## config.mk

```make
export PLATFORM = sky130hd
export DESIGN_NAME = sic_dispatch_unit
export DESIGN_NICKNAME = d
export VERILOG_FILES = /design/src/rtl/cpu_pkg.sv /design/src/rtl/sync_fifo.sv /design/src/rtl/sic_dispatch_unit.sv
export SDC_FILE = /design/constraint.sdc
export NUM_CORES = 1
export LEC_CHECK = 0
export CORE_ASPECT_RATIO = 1.2
export CORE_MARGIN = 4
export CORE_UTILIZATION = 35
export DETAILED_ROUTE_END_ITERATION = 7
export PLACE_DENSITY = 0.74
export RECOVER_POWER = 25
export SYNTH_ARGS = -nofsm -noshare
export SYNTH_HDL_FRONTEND = slang
export SYNTH_HIERARCHICAL = 1
export SYNTH_SLANG_ARGS = --single-unit
```

## constraint.sdc

```tcl
create_clock -name clk -period 4.5 [get_ports clk]
set_input_delay 0.45 -clock clk [delete_from_list [all_inputs] [get_ports clk]]
set_output_delay 0.45 -clock clk [all_outputs]
set_load 0.03 [all_outputs]
```

## src/rtl/cpu_pkg.sv

```systemverilog
// Shared CPU types: the SIC instruction packet and dispatch FSM states.
// Imported by the dispatch unit and its buffer.
package cpu_pkg;

    typedef struct packed {
        logic        valid;
        logic [7:0]  issue_id;
        logic [5:0]  opcode;
        logic [31:0] operand;
    } sic_packet_t;

    typedef logic [0:0] dispatch_state_t;

    localparam dispatch_state_t D_IDLE  = 1'b0;
    localparam dispatch_state_t D_OFFER = 1'b1;

endpackage

```

## src/rtl/sync_fifo.sv

```systemverilog
// Generic synchronous FIFO with flush; head is the oldest entry.
// Ports: clk, rst, flush, push/push_data, pop, head, count.
module sync_fifo #(
    parameter type T     = logic [7:0],
    parameter int  DEPTH = 4
) (
    input  logic                   clk,
    input  logic                   rst,
    input  logic                   flush,
    input  logic                   push,
    input  T                       push_data,
    input  logic                   pop,
    output T                       head,
    output logic [$clog2(DEPTH):0] count
);

    localparam int AW = $clog2(DEPTH);
    localparam int CW = AW + 1;

    T               mem_q [DEPTH];
    T               mem_d [DEPTH];
    logic [AW-1:0]  wr_ptr_q, wr_ptr_d;
    logic [AW-1:0]  rd_ptr_q, rd_ptr_d;
    logic [CW-1:0]  count_q, count_d;
    logic           do_push, do_pop;

    always_comb begin
        do_push  = push && (count_q != CW'(DEPTH));
        do_pop   = pop && (count_q != '0);
        mem_d    = mem_q;
        wr_ptr_d = wr_ptr_q;
        rd_ptr_d = rd_ptr_q;
        count_d  = count_q;
        if (flush) begin
            wr_ptr_d = '0;
            rd_ptr_d = '0;
            count_d  = '0;
        end else begin
            if (do_push) begin
                mem_d[wr_ptr_q] = push_data;
                wr_ptr_d        = wr_ptr_q + 1'b1;
            end
            if (do_pop) begin
                rd_ptr_d = rd_ptr_q + 1'b1;
            end
            case ({do_push, do_pop})
                2'b10:   count_d = count_q + 1'b1;
                2'b01:   count_d = count_q - 1'b1;
                default: count_d = count_q;
            endcase
        end
    end

    // Storage is never reset; occupancy alone decides what is valid.
    always_ff @(posedge clk) begin
        mem_q <= mem_d;
    end

    always_ff @(posedge clk) begin
        if (rst) begin
            wr_ptr_q <= '0;
            rd_ptr_q <= '0;
            count_q  <= '0;
        end else begin
            wr_ptr_q <= wr_ptr_d;
            rd_ptr_q <= rd_ptr_d;
            count_q  <= count_d;
        end
    end

    assign head  = mem_q[rd_ptr_q];
    assign count = count_q;

endmodule

```

## src/rtl/sic_dispatch_unit.sv

```systemverilog
// Buffers issued packets and hands each, in order, to one idle SIC (round-robin).
// Ports: in_* issue side, flush, sic_req_instr/sic_packet per SIC, dispatch_* report, fifo_count.
module sic_dispatch_unit
    import cpu_pkg::*;
#(
    parameter int NUM_SICS   = 4,
    parameter int FIFO_DEPTH = 4
) (
    input  logic                          clk,
    input  logic                          rst,
    input  logic                          in_valid,
    input  sic_packet_t                   in_packet,
    output logic                          in_ready,
    input  logic                          flush,
    input  logic [NUM_SICS-1:0]           sic_req_instr,
    output sic_packet_t [NUM_SICS-1:0]    sic_packet,
    output logic                          dispatch_fire,
    output logic [$clog2(NUM_SICS)-1:0]   dispatch_sic,
    output logic [$clog2(FIFO_DEPTH):0]   fifo_count
);

    localparam int SW = $clog2(NUM_SICS);
    localparam int CW = $clog2(FIFO_DEPTH) + 1;

    dispatch_state_t state_q, state_d;
    logic [SW-1:0]   target_q, target_d;
    logic [SW-1:0]   last_grant_q, last_grant_d;
    logic [SW-1:0]   dispatch_sic_q, dispatch_sic_d;
    logic            dispatch_fire_q, dispatch_fire_d;
    sic_packet_t     head;
    logic [CW-1:0]   count;
    logic            push, pop;

    // First requester strictly after 'last', wrapping around.
    function automatic logic [SW-1:0] rr_pick(
        input logic [NUM_SICS-1:0] req,
        input logic [SW-1:0]       last
    );
        logic [SW-1:0] pick;
        logic          found;
        int            idx;
        pick  = last;
        found = 1'b0;
        for (int k = 1; k <= NUM_SICS; k++) begin
            idx = (int'(last) + k) % NUM_SICS;
            if (!found && req[idx]) begin
                pick  = SW'(idx);
                found = 1'b1;
            end
        end
        return pick;
    endfunction

    // A pop never frees a slot for the same cycle's push.
    assign in_ready = (count < CW'(FIFO_DEPTH));
    assign push     = in_valid && in_ready;

    sync_fifo #(
        .T     (sic_packet_t),
        .DEPTH (FIFO_DEPTH)
    ) u_fifo (
        .clk       (clk),
        .rst       (rst),
        .flush     (flush),
        .push      (push),
        .push_data (in_packet),
        .pop       (pop),
        .head      (head),
        .count     (count)
    );

    always_comb begin
        state_d         = state_q;
        target_d        = target_q;
        last_grant_d    = last_grant_q;
        dispatch_sic_d  = dispatch_sic_q;
        dispatch_fire_d = 1'b0;
        pop             = 1'b0;
        case (state_q)
            D_IDLE: begin
                if ((count != '0) && (|sic_req_instr)) begin
                    target_d = rr_pick(sic_req_instr, last_grant_q);
                    state_d  = D_OFFER;
                end
            end
            D_OFFER: begin
                // Target drops req once it has taken the packet.
                if (!sic_req_instr[target_q]) begin
                    pop             = 1'b1;
                    last_grant_d    = target_q;
                    dispatch_fire_d = 1'b1;
                    dispatch_sic_d  = target_q;
                    state_d         = D_IDLE;
                end
            end
            default: state_d = D_IDLE;
        endcase
        // A completing hand-off still reports; the SIC already has it.
        if (flush) begin
            state_d = D_IDLE;
        end
    end

    always_ff @(posedge clk) begin
        if (rst) begin
            state_q         <= D_IDLE;
            target_q        <= '0;
            last_grant_q    <= SW'(NUM_SICS - 1);
            dispatch_sic_q  <= '0;
            dispatch_fire_q <= 1'b0;
        end else begin
            state_q         <= state_d;
            target_q        <= target_d;
            last_grant_q    <= last_grant_d;
            dispatch_sic_q  <= dispatch_sic_d;
            dispatch_fire_q <= dispatch_fire_d;
        end
    end

    always_comb begin
        sic_packet = '0;
        if (state_q == D_OFFER) begin
            sic_packet[target_q]       = head;
            sic_packet[target_q].valid = 1'b1;
        end
    end

    assign dispatch_fire = dispatch_fire_q;
    assign dispatch_sic  = dispatch_sic_q;
    assign fifo_count    = count;

endmodule

```

==> results of run 1 <==
## metal layers
| metal | wire length (um) | up-vias | share of wire | global-route usage |
|---|---|---|---|---|
| li1 | - | 2614 | - | - |
| met1 | 9180 | 2764 | 0.41 | 0.201 |
| met2 | 11400 | 189 | 0.51 | 0.277 |
| met3 | 1410 | 17 | 0.064 | 0.0470 |
| met4 | 215 | 2 | 0.0097 | 0.0364 |
| met5 | 13 | - | 0.00059 | 0 |
## state kept, by name, summed over array words and instances (netlist names), 2 cells and up
register and flops:
u_fifo/rd_ptr_q 2, target_q 2, last_grant_q 2, u_fifo/count 3, u_fifo/wr_ptr_q 2, u_fifo/mem_q 184
dispatch_sic 2
## placed cells by master (no fill, tap or decap), types with 5 or more instances in the layout
master	instances
clkbuf_16	17
dlygate4sd3_1	37
ha_1	5
a21oi_1	5
nand2_1	6
and3_1	92
dfxtp_1	12
edfxtp_1	184
buf_4	15
inv_1	8
nor2_1	19
and2_1	92
mux4_2	44
clkinv_8	6
clkdlybuf4s50_1	211
## cell type report
class / count / area, um2
antenna: 3 / 7.51
clock buffer: 17 / 425
clock inverter: 15 / 205
fill: 2159 / 12500
inverter: 8 / 30.0
multi-input combinational: 309 / 2780
sequential: 199 / 5830
tap: 325 / 407
timing repair buffer: 263 / 2590
## final timing paths
path / endpoint / cells past startpoint
min: dispatch_sic[1]$_SDFFE_PP0P_ / 2
min reg2reg: dispatch_sic[1]$_SDFFE_PP0P_ / 2
max: sic_packet[142] / 4
max reg2reg: u_fifo/count[2]$_SDFFE_PP0P_ / 9
## through the flow
step	cell area (um2)	setup TNS [ns]	power [mW]
2_1_floorplan	8830	-53.87	2.19
6_report	12300	0	3.81
4_1_cts	12300	0	3.86
3_5_place_dp	11600	0	2.31
3_3_place_gp	11600	0	2.30
5_1_grt	12300	0	3.95
## power by group through the flow
stage	Sequential, mW	Combinational [mW]	Clock [mW]
after floorplan	2.10	0.0909	0
after detailed placement	2.10	0.204	0
after CTS	2.06	0.206	1.59
after global placement	2.10	0.200	0
final	2.06	0.196	1.55
after global routing	2.06	0.214	1.67
## worst min-delay path, cell delays in order (launching register included)
cell	delay (ns)
dfxtp_1	0.33
mux2i_1	0.06
nor2_1	0.07
==> results by group, run 1 <==
Run status
  • Result of the run: finished, final reports clean

Clock network
  • CTS resizes: 0
  • Clock insertion delay at the later pin of the skew report: 0.42 ns
  • Post-CTS setup buffer count: 0
  • Post-CTS clock slew at the launch and capture registers of the worst setup and hold paths: 0.07 ns
  • H-tree levels: 4
  • CTS Buffer Depth: 2
  • Clock net sink count: 199
  • Clock root buffer: clkbuf_16
  • Hold Buf Count CTS: 0
  • Clock tree from TritonCTS: done
  • Number of buffers created by CTS: 17

Layout
  • Final core utilization: 0.496
  • Share of post-route cells with drive strength above 1: 0.129
  • Final #Nets: 859
  • Signed area change from the synthesized netlist to the final layout: 39.0%
  • Layout Cells excl Fill: 1,139

Setup path
  • Critical-path cell list: inv_1 > nor2_4 > and2_1 > clkdlybuf4s50_1
  • Startpoint of the most critical register-to-register path: state_q$_SDFF_PP0_
  • Master of the slowest instance on the critical path: nor2_4
  • Setup Crit Path Kind: reg -> out
  • Worst EP arrival: 3.09 ns
  • Crit path capture type: output port
  • Total buffers and inverters traversed by the critical path: 2
  • Delay-heaviest family, CP: simple AND/OR/NAND/NOR gates
  • Register-to-register setup slack: 1.66 ns
  • Crit-path max cell delay: 0.85 ns
  • Launch point of the worst path: target_q[1]$_SDFFE_PP0P_
  • Critical path fanouts, max: 47
  • Nature of the critical path startpoint: register
  • WP data required: 4.05 ns

Floorplan
  • Initial Utilization: 0.357
  • Core box area: 0.0248 mm2
  • Area enclosed by the die boundary: 0.0279 mm2
  • Die span in y: 182 um
  • I/O pins: 250
  • Floorplan row count: 63
  • Horizontal die dimension: 153 um

Drt
  • Per-cell via count in the routed design: 4.90
  • Violation count after the first detailed-route iteration: 213
  • Final antenna-violating net count: 0
  • Vias after detailed routing: 5,586
  • Count of TritonRoute iterations in the first routing pass: 4
  • DRC violations left: 0
  • Detailed Route WL: 22,200 um
  • Average wire per cell in the routed design: 19.5 um

Global routing
  • Number of antenna violations at the first check in global routing: 4
  • Global routing usage summed across all routing layers: 0.161
  • Largest net degree at the start of global routing: 52
  • Remaining Overflow, GRT: 0
  • Number of global-route vias before repair: 5,997
  • First-pass GRT wire length: 34,700 um

STA
  • Clk_skew: 0.00919 ns
  • Final setup viols: 0
  • Worst hold slack: 0.494 ns
  • Final worst-path setup slack: 0.963 ns
  • Slew at the pin with the worst max-slew slack: 1.08 ns
  • Unrepaired setup endpoints after global routing: no
  • Period minus WS final: 3.54 ns
  • Share of the clock period used by the worst path after layout: 0.786
  • Max Transition Viols Final: 0
  • Relative slew slack: 0.276
  • Highest attainable clock frequency: 283 MHz
  • Count of final hold-check violations: 0

Power and ir drop
  • Switching power share of the total: 0.226
  • Switching Power: 0.862 mW
  • Clock group share of total power: 0.407
  • Leakage: 4.32 nW
  • Combinational Power Share: 0.052
  • Internal power contribution: 2.95 mW
  • Peak ir drop on the vdd network: 0.233 mV
  • Flop pwr share: 0.541
  • Power density over cell area: 310 mW/mm2

Synthesis
  • Synth Warn #: 6
  • Synthesized instance count: 560
  • Mapped Avg Cell Area: 15.8 um2
  • Synth Cell Area: 0.00883 mm2
  • Nets in the synthesized netlist: 621

Place
  • Input/output buffers: 248
  • Cell count after placement: 1,104
  • Final HPWL from detailed placement: 15,000 um
  • Setup Slack @ Placement: 1.33 ns
  • Final GP Congestion: 0.811

Flow run
  • # Max-Cap Violations: 0

Hold path
  • Startpoint of the most critical hold path: dispatch_sic[1]$_SDFFE_PP0P_
  • Min-delay worst type: reg -> reg
(Power assumes the default switching activity.)
==> inputs of run 2 (changes only) <==
clock period = 2.9 ns   (was 4.5 ns; I/O delays follow)
==> run 2 against run 1 <==
- worst setup slack worse by 0.85 ns
- combinational power is 62% higher
- sequential share of layout area down 0.41 points
- non-clock buffer count is 10 higher
- clock power increased by 48%
- die area is the same
==> results by group, run 2 (synthesis results as in run 1) <==
Run status
  • Result of the run: finished, final reports clean

STA
  • Period minus WS final: 2.79 ns
  • Count of final hold-check violations: 0 (unchanged)
  • Clk_skew: 0.0144 ns (+0.00522 ns)
  • Final worst-path setup slack: 0.111 ns (-0.852 ns)
  • Final setup viols: 0 (unchanged)
  • Highest attainable clock frequency: 359 MHz
  • Unrepaired setup endpoints after global routing: no
  • Share of the clock period used by the worst path after layout: 0.962
  • Slew at the pin with the worst max-slew slack: 0.667 ns (-0.417 ns)
  • Relative slew slack: 0.555 (+0.280)
  • Max Transition Viols Final: 0 (unchanged)

Clock network
  • CTS Buffer Depth: 2 (unchanged)
  • Clock tree from TritonCTS: done
  • Number of buffers created by CTS: 17 (unchanged)
  • Post-CTS clock slew at the launch and capture registers of the worst setup and hold paths: 0.07 ns (about the same)
  • H-tree levels: 4 (unchanged)
  • Clock net sink count: 199 (unchanged)
  • Clock root buffer: clkbuf_16
  • Clock insertion delay at the later pin of the skew report: 0.43 ns (about the same)
  • Hold Buf Count CTS: 0 (unchanged)

Drt
  • Average wire per cell in the routed design: 19.5 um (about the same)
  • Per-cell via count in the routed design: 4.88 (-0.53%)
  • Final antenna-violating net count: 0 (unchanged)
  • Violation count after the first detailed-route iteration: 211 (-0.94%)
  • Detailed Route WL: 22,400 um (+0.91%)
  • Count of TritonRoute iterations in the first routing pass: 6 (+2)
  • DRC violations left: 0 (unchanged)
  • Vias after detailed routing: 5,605 (+0.34%)

Place
  • Dpl cell area: 0.0117 mm2 (+0.69%)
  • Setup Slack @ Placement: 0.106 ns (-1.23 ns)
  • Final HPWL from detailed placement: 15,200 um (+0.94%)
  • Cell count after placement: 1,111 (+0.63%)
  • Input/output buffers: 248 (unchanged)
  • Final GP Congestion: 0.786 (-3.2%)

Hold path
  • Min-Delay Endpoint: dispatch_sic[0]$_SDFFE_PP0P_
  • Startpoint of the most critical hold path: dispatch_sic[0]$_SDFFE_PP0P_
  • Hold Path Depth: 2 (unchanged)
  • Min-delay worst type: reg -> reg

Floorplan
  • Horizontal die dimension: 153 um (unchanged)
  • Die span in y: 182 um (unchanged)
  • Initial Utilization: 0.357 (unchanged)
  • Area enclosed by the die boundary: 0.0279 mm2 (unchanged)
  • Floorplan row count: 63 (unchanged)
  • I/O pins: 250 (unchanged)
  • Core box area: 0.0248 mm2 (unchanged)

Power and ir drop
  • Switching Power: 1.33 mW (+54%)
  • Power density over cell area: 469 mW/mm2 (+51%)
  • Switching power share of the total: 0.229 (+0.00236)
  • Flop pwr share: 0.550 (+0.009)
  • Post-layout power: 5.81 mW (+53%)
  • Internal power contribution: 4.48 mW (+52%)
  • Leakage: 4.72 nW (+9.4%)
  • Peak ir drop on the vdd network: 0.365 mV (+56%)
  • Combinational Power Share: 0.054 (+0.002)
  • Clock group share of total power: 0.396 (-0.011)

Setup path
  • Critical path fanouts, max: 7 (-85%)
  • Launch point of the worst path: u_fifo/rd_ptr_q[0]$_SDFFE_PP0P_
  • Worst EP arrival: 2.50 ns (-0.59 ns)
  • WP data required: 2.61 ns (-1.44 ns)
  • Startpoint of the most critical register-to-register path: u_fifo/count[0]$_SDFFE_PP0P_
  • Crit path capture type: output port
  • Master of the slowest instance on the critical path: clkdlybuf4s50_1
  • Endpoint of the most critical register-to-register path: u_fifo/count[2]$_SDFFE_PP0P_
  • Nature of the critical path startpoint: register
  • Crit-path max cell delay: 0.60 ns (-0.25 ns)
  • Register-to-register setup slack: 0.48 ns (-1.18 ns)
  • Critical-path cell list: buf_4 > buf_12 > mux4_2 > and3_1 > clkdlybuf4s50_1
  • Worst Reg-to-Reg Cells: 7 (-2)
  • Setup Crit Path Kind: reg -> out

Layout
  • Number of flip-flops under the largest register name: 184 (unchanged)
  • Fin area: 0.0124 mm2 (+0.87%)
  • Signed area change from the synthesized netlist to the final layout: 40.2%
  • Layout Cells excl Fill: 1,149 (+0.88%)
  • Final core utilization: 0.500 (+0.00430)
  • Area occupied by multi-input gates: 0.00280 mm2 (+0.90%)
  • Filler Cells Inserted: 2,133 (-1.2%)
  • Register area: 0.00583 mm2 (unchanged)
  • Most used cells in the layout excluding fill and tap cells: edfxtp_1 (184), clkdlybuf4s50_1 (149), and2_1 (92), and3_1 (92), buf_4 (61)
  • Final #Nets: 869 (+1.2%)
  • Commonest non-fill, non-tap cell in the layout: edfxtp_1
  • Share of post-route cells with drive strength above 1: 0.199 (+0.0691)
  • Largest Register: u_fifo/mem_q

Global routing
  • Number of antenna violations at the first check in global routing: 5 (+1)
  • Global routing usage summed across all routing layers: 0.160 (-0.000644)
  • Number of global-route vias before repair: 5,912 (-1.4%)
  • Remaining Overflow, GRT: 0 (unchanged)
  • Largest net degree at the start of global routing: 71 (+37%)
  • First-pass GRT wire length: 34,600 um (-0.36%)

Flow run
  • # Max-Cap Violations: 0 (unchanged)
## run 2: what timing repair did
item	CTS	global route
endpoints found under the setup margin	53	37
gates resized for setup	0	14
endpoints found under the hold margin	0	0
setup buffers	3	0
## run 2: area by class of cell
| type | count | share of cell area |
|---|---|---|
| Clock inverter | 14 | 0.0125 |
| Sequential cell | 199 | 0.471 |
| Multi-Input combinational cell | 309 | 0.226 |
| Clock buffer | 18 | 0.0347 |
| Timing Repair Buffer | 273 | 0.220 |
| Tap cell | 325 | 0.0328 |
| Inverter | 8 | 0.00242 |
| Antenna cell | 3 | 0.000606 |
## run 2: worst max-delay path, delay by kind of cell, from the launching register on
family	cells	cell delay, ns
AND/OR/NAND/NOR	1	0.19
buffers and inverters	3	0.90
flip-flops	1	0.46
multiplexers	1	0.53
## run 2: per-layer routing
metal | vias up | routed length, um | track usage
met5 | - | 27 | 0
met4 | 4 | 311 | 0.0414
met3 | 22 | 1470 | 0.0479
met2 | 192 | 11300 | 0.273
met1 | 2762 | 9260 | 0.200
li1 | 2625 | - | -
## run 2: worst max-delay path by stage
stage	end	slack, ns	cells after the start
after floorplan	u_fifo/mem_q[0]$_DFFE_PP_	-0.27	3
after global placement	u_fifo/count[2]$_SDFFE_PP0P_	0.10	10
after detailed placement	u_fifo/count[2]$_SDFFE_PP0P_	0.11	10
after CTS	sic_packet[27]	0.03	4
after global routing	sic_packet[33]	0.004	5
final	sic_packet[127]	0.11	5
## run 2: stage by stage
| stage | hold WS [ns] | setup TNS (ns) |
|---|---|---|
| 2_1_floorplan | 0.369 | -49.32 |
| 3_3_place_gp | 0.475 | 0 |
| 3_5_place_dp | 0.479 | 0 |
| 4_1_cts | 0.472 | 0 |
| 5_1_grt | 0.514 | 0 |
| 6_report | 0.493 | 0 |
## run 2: power by group through the flow
| stage | clock, mW | sequential [mW] | combinational [mW] |
|---|---|---|---|
| 2_1_floorplan | 0 | 3.26 | 0.142 |
| 4_1_cts | 2.36 | 3.19 | 0.332 |
| 5_1_grt | 2.49 | 3.20 | 0.346 |
| 6_report | 2.30 | 3.19 | 0.317 |
| 3_3_place_gp | 0 | 3.26 | 0.324 |
| 3_5_place_dp | 0 | 3.26 | 0.331 |
==> patch 1 (flow settings as in run 1) <==
The parameter `NUM_SICS` goes from 4 to 8.
--- a/src/rtl/sic_dispatch_unit.sv
+++ b/src/rtl/sic_dispatch_unit.sv
@@ -3,7 +3,7 @@
 module sic_dispatch_unit
     import cpu_pkg::*;
 #(
-    parameter int NUM_SICS   = 4,
+    parameter int NUM_SICS   = 8,
     parameter int FIFO_DEPTH = 4
 ) (
     input  logic                          clk,
Ports: changed (resized dispatch_sic, sic_packet and sic_req_instr); port bits go from 250 to 443. No check against the original RTL was run, so the function may have changed too.
==> patch 1 against run 1 <==
Sequential cell count is 3 higher. Cell area up 35%. Synthesized area is 26% higher. Power grew 5.0%. Clock skew is 0.013 ns higher. Register-to-register slack got worse by 0.38 ns. Worst setup slack got worse by 0.089 ns. Wire length increased by 59%. Non-clock buffer count increased by 202. Global-route usage grew 3.7 points. Critical path depth increased by 1. Largest cell class unchanged.
==> patch 1: results (changes against run 1) <==
Place
  – RePlAce Congestion: 0.8382 (+3.3%)
  – Placed Area: 15,940 um2 (+37%)
  – Hpwl dp: 24,920 um (+66%)
  – Dpl cells: 1,677 (+52%)

Critical path
  – RR Endpoint: target_q[2]
  – Flop2flop setup slack: 1.28 ns (-0.38 ns)
  – Setup crit end: sic_packet[249]
  – Arrival @ worst endpoint: 3.18 ns (+0.09 ns)
  – R2R Path Start: last_grant_q[1]
  – Crit-path max cell delay: 0.72 ns (-0.13 ns)
  – Critical path peak fanout: 25 (-47%)

Final layout
  – Fin nets: 1,366 (+59%)
  – Non-filler cells, final: 1,718 (+51%)

Logic synthesis
  – Syn Nets: 940 (+51%)
  – Avg Cell Area, Syn: 12.72 um2 (-19%)

Routing
  – Router iterations before antenna repair: 5 (+1)
  – Metal2 WL: 18,380 um (+62%)
  – Initial drt markers: 515 (+140%)
  – DR vias: 8,469 (+52%)
  – Routed len/inst: 20.58 um (+5.6%)
  – Metal3 WL: 2225 um (+57%)
  – M1 WL: 14,090 um (+54%)

Power
  – Sw frac: 21.78% (-0.87 points)
  – Leak: 5.728 nW (+33%)
  – Pwr dens: 241.4 nW/um2 (-22%)
  – Seq pwr share: 52.3% (-1.8 points)

STA
  – Minimum hold slack: 0.4629 ns (-0.03156 ns)
  – Period utilization: 80.58% (+2.0 points)

Clock network
  – Clock Path Buffers: 3 (+1)
  – CTS HTree Levels: 1 (-3)
  – Clock latency on the worst-skew pair: 0.50 ns (+0.08 ns)
  – Num CTS Buffers: 21 (+4)

Hold path
  – HP Start: dispatch_sic[0]

Status
  – Status: completed
==> patch 1: worst min-delay path: cells and delay by family (launching register included) <==
kind	cells	cell delay, ns
AO/OA/AOI/OAI	1	0.06
flip-flops	1	0.31
AND/OR/NAND/NOR	1	0.06
==> patch 1: final cells by class <==
type / count / area [um2] / share of cell area [%]
timing repair buffer: 465 / 4616 / 27.87
clock buffer: 26 / 544.3 / 3.286
multi-input combinational: 592 / 4848 / 29.28
clock inverter: 12 / 88.84 / 0.5364
tap: 401 / 501.7 / 3.030
inverter: 17 / 63.81 / 0.3853
antenna: 3 / 7.507 / 0.04533
sequential: 202 / 5891 / 35.57
==> patch 1: metal layers <==
layer  up-vias  global-route usage (%)
li1       3946                       -
met1      4187                   24.87
met2       304                   34.69
met3        32                   4.031
met4         0                   5.050
met5         -                       0
==> patch 2 (config.mk and constraints of run 1) <==
Without the edit above. Put a register stage on the output `fifo_count`, cleared by the reset. The value now appears one clock later. The other outputs are not delayed to match.
--- a/src/rtl/sic_dispatch_unit.sv
+++ b/src/rtl/sic_dispatch_unit.sv
@@ -127,7 +127,13 @@
 
     assign dispatch_fire = dispatch_fire_q;
     assign dispatch_sic  = dispatch_sic_q;
-    assign fifo_count    = count;
+    always_ff @(posedge clk) begin
+        if (rst) begin
+            fifo_count <= '0;
+        end else begin
+            fifo_count <= count;
+        end
+    end
 
 endmodule
 
Formal check against the unedited RTL: not equivalent (Yosys sat finds a counterexample within 4 cycles, from zero or initial values and one cycle with rst high).
==> patch 2 against run 1 <==
Sequential cell count increased by 3. Power increased by 2.4%. Die area increased by 0.67%. Cell area rose by 1.1%. Worst setup slack better by 0.13 ns. Register-to-register slack better by 0.10 ns. Synthesized area rose by 0.71%. Wire length fell by 6.5%. Clock power up 5%. Highest routed layer unchanged.
==> patch 2: results (changes against run 1) <==
Final layout
  – Buffering overhead: 20.94% (-0.19 points)
  – Clock buffer count: 24 (+7)
  – Num sequential: 202 (+1.5%)
  – Clock-cell share of area: 5.201% (+0.065 points)
  – Non-filler cells, final: 1,151 (+1.1%)
  – Share of layout cells above drive strength 1: 12.52% (-0.43 points)
  – Multi-input combinational area share: 22.73% (+0.11 points)
  – Fill cells: 2,148 (-0.51%)
  – Non-clock buffers: 262 (-0.38%)
  – Fin nets: 871 (+1.4%)
  – Non-clk invs: 10 (+2)

Routing
  – Metal3 WL: 1423 um (+0.64%)
  – Routed len/inst: 18.04 um (-7.5%)
  – M1 WL: 8066 um (-12%)
  – Vias per Instance: 4.712 (-3.9%)
  – Initial drt markers: 232 (+8.9%)

Place
  – Placed Area: 11,760 um2 (+1.0%)
  – RePlAce Congestion: 0.7362 (-9.3%)
  – Dpl cells: 1,112 (+0.72%)

Logic synthesis
  – Cells after Synth: 558 (-0.36%)
  – Syn Nets: 619 (-0.32%)

Clock network
  – Clock latency on the worst-skew pair: 0.48 ns (+0.06 ns)
  – Num CTS Buffers: 21 (+4)
  – Clock Path Buffers: 3 (+1)

Critical path
  – Crit. Startpoint: target_q[0]
  – Arrival @ worst endpoint: 2.96 ns (-0.13 ns)
  – Reg2Reg Depth: 10 (+1)
  – Flop2flop setup slack: 1.76 ns (+0.10 ns)

GRT
  – Largest net degree at the start of global routing: 48 (-7.7%)
  – First-pass GRT wire length: 32,580 um (-6.2%)
  – Gr usage total: 14.49% (-1.6 points)
  – Met2 Use GR: 26.36% (-1.3 points)

STA
  – Max Freq: 0.2932 GHz (+3.7%)

Power
  – Leak: 4.092 nW (-5.2%)
  – Pwr dens: 313.9 nW/um2 (+1.2%)

Status
  – Status: completed
## patch 2: report_power, final
part	internal, mW	leakage [nW]	switching (mW)
Clock	0.967	0.313	0.656
Sequential	2.08	1.82	0.0114
Combinational	0.0855	1.96	0.0986
Total	3.13	4.09	0.766
## patch 2: worst min-delay path by stage
stage	from	end	depth (start not counted)	slack [ns]
after global routing	dispatch_sic[0]	dispatch_sic[0]	2	0.51
after floorplan	u_fifo/wr_ptr_q[1]	u_fifo/wr_ptr_q[1]	2	0.47
after global placement	dispatch_sic[0]	dispatch_sic[0]	2	0.46
final	dispatch_sic[0]	dispatch_sic[0]	2	0.48
after CTS	dispatch_sic[1]	dispatch_sic[1]	2	0.48
after detailed placement	dispatch_sic[1]	dispatch_sic[1]	2	0.47
## patch 2: worst max-delay path, stage by stage (launching register included)
cell	delay, ns
dfxtp_1	0.47
nand2_1	0.19
nor2_4	0.84
and2_1	0.26
clkdlybuf4s50_1	0.69
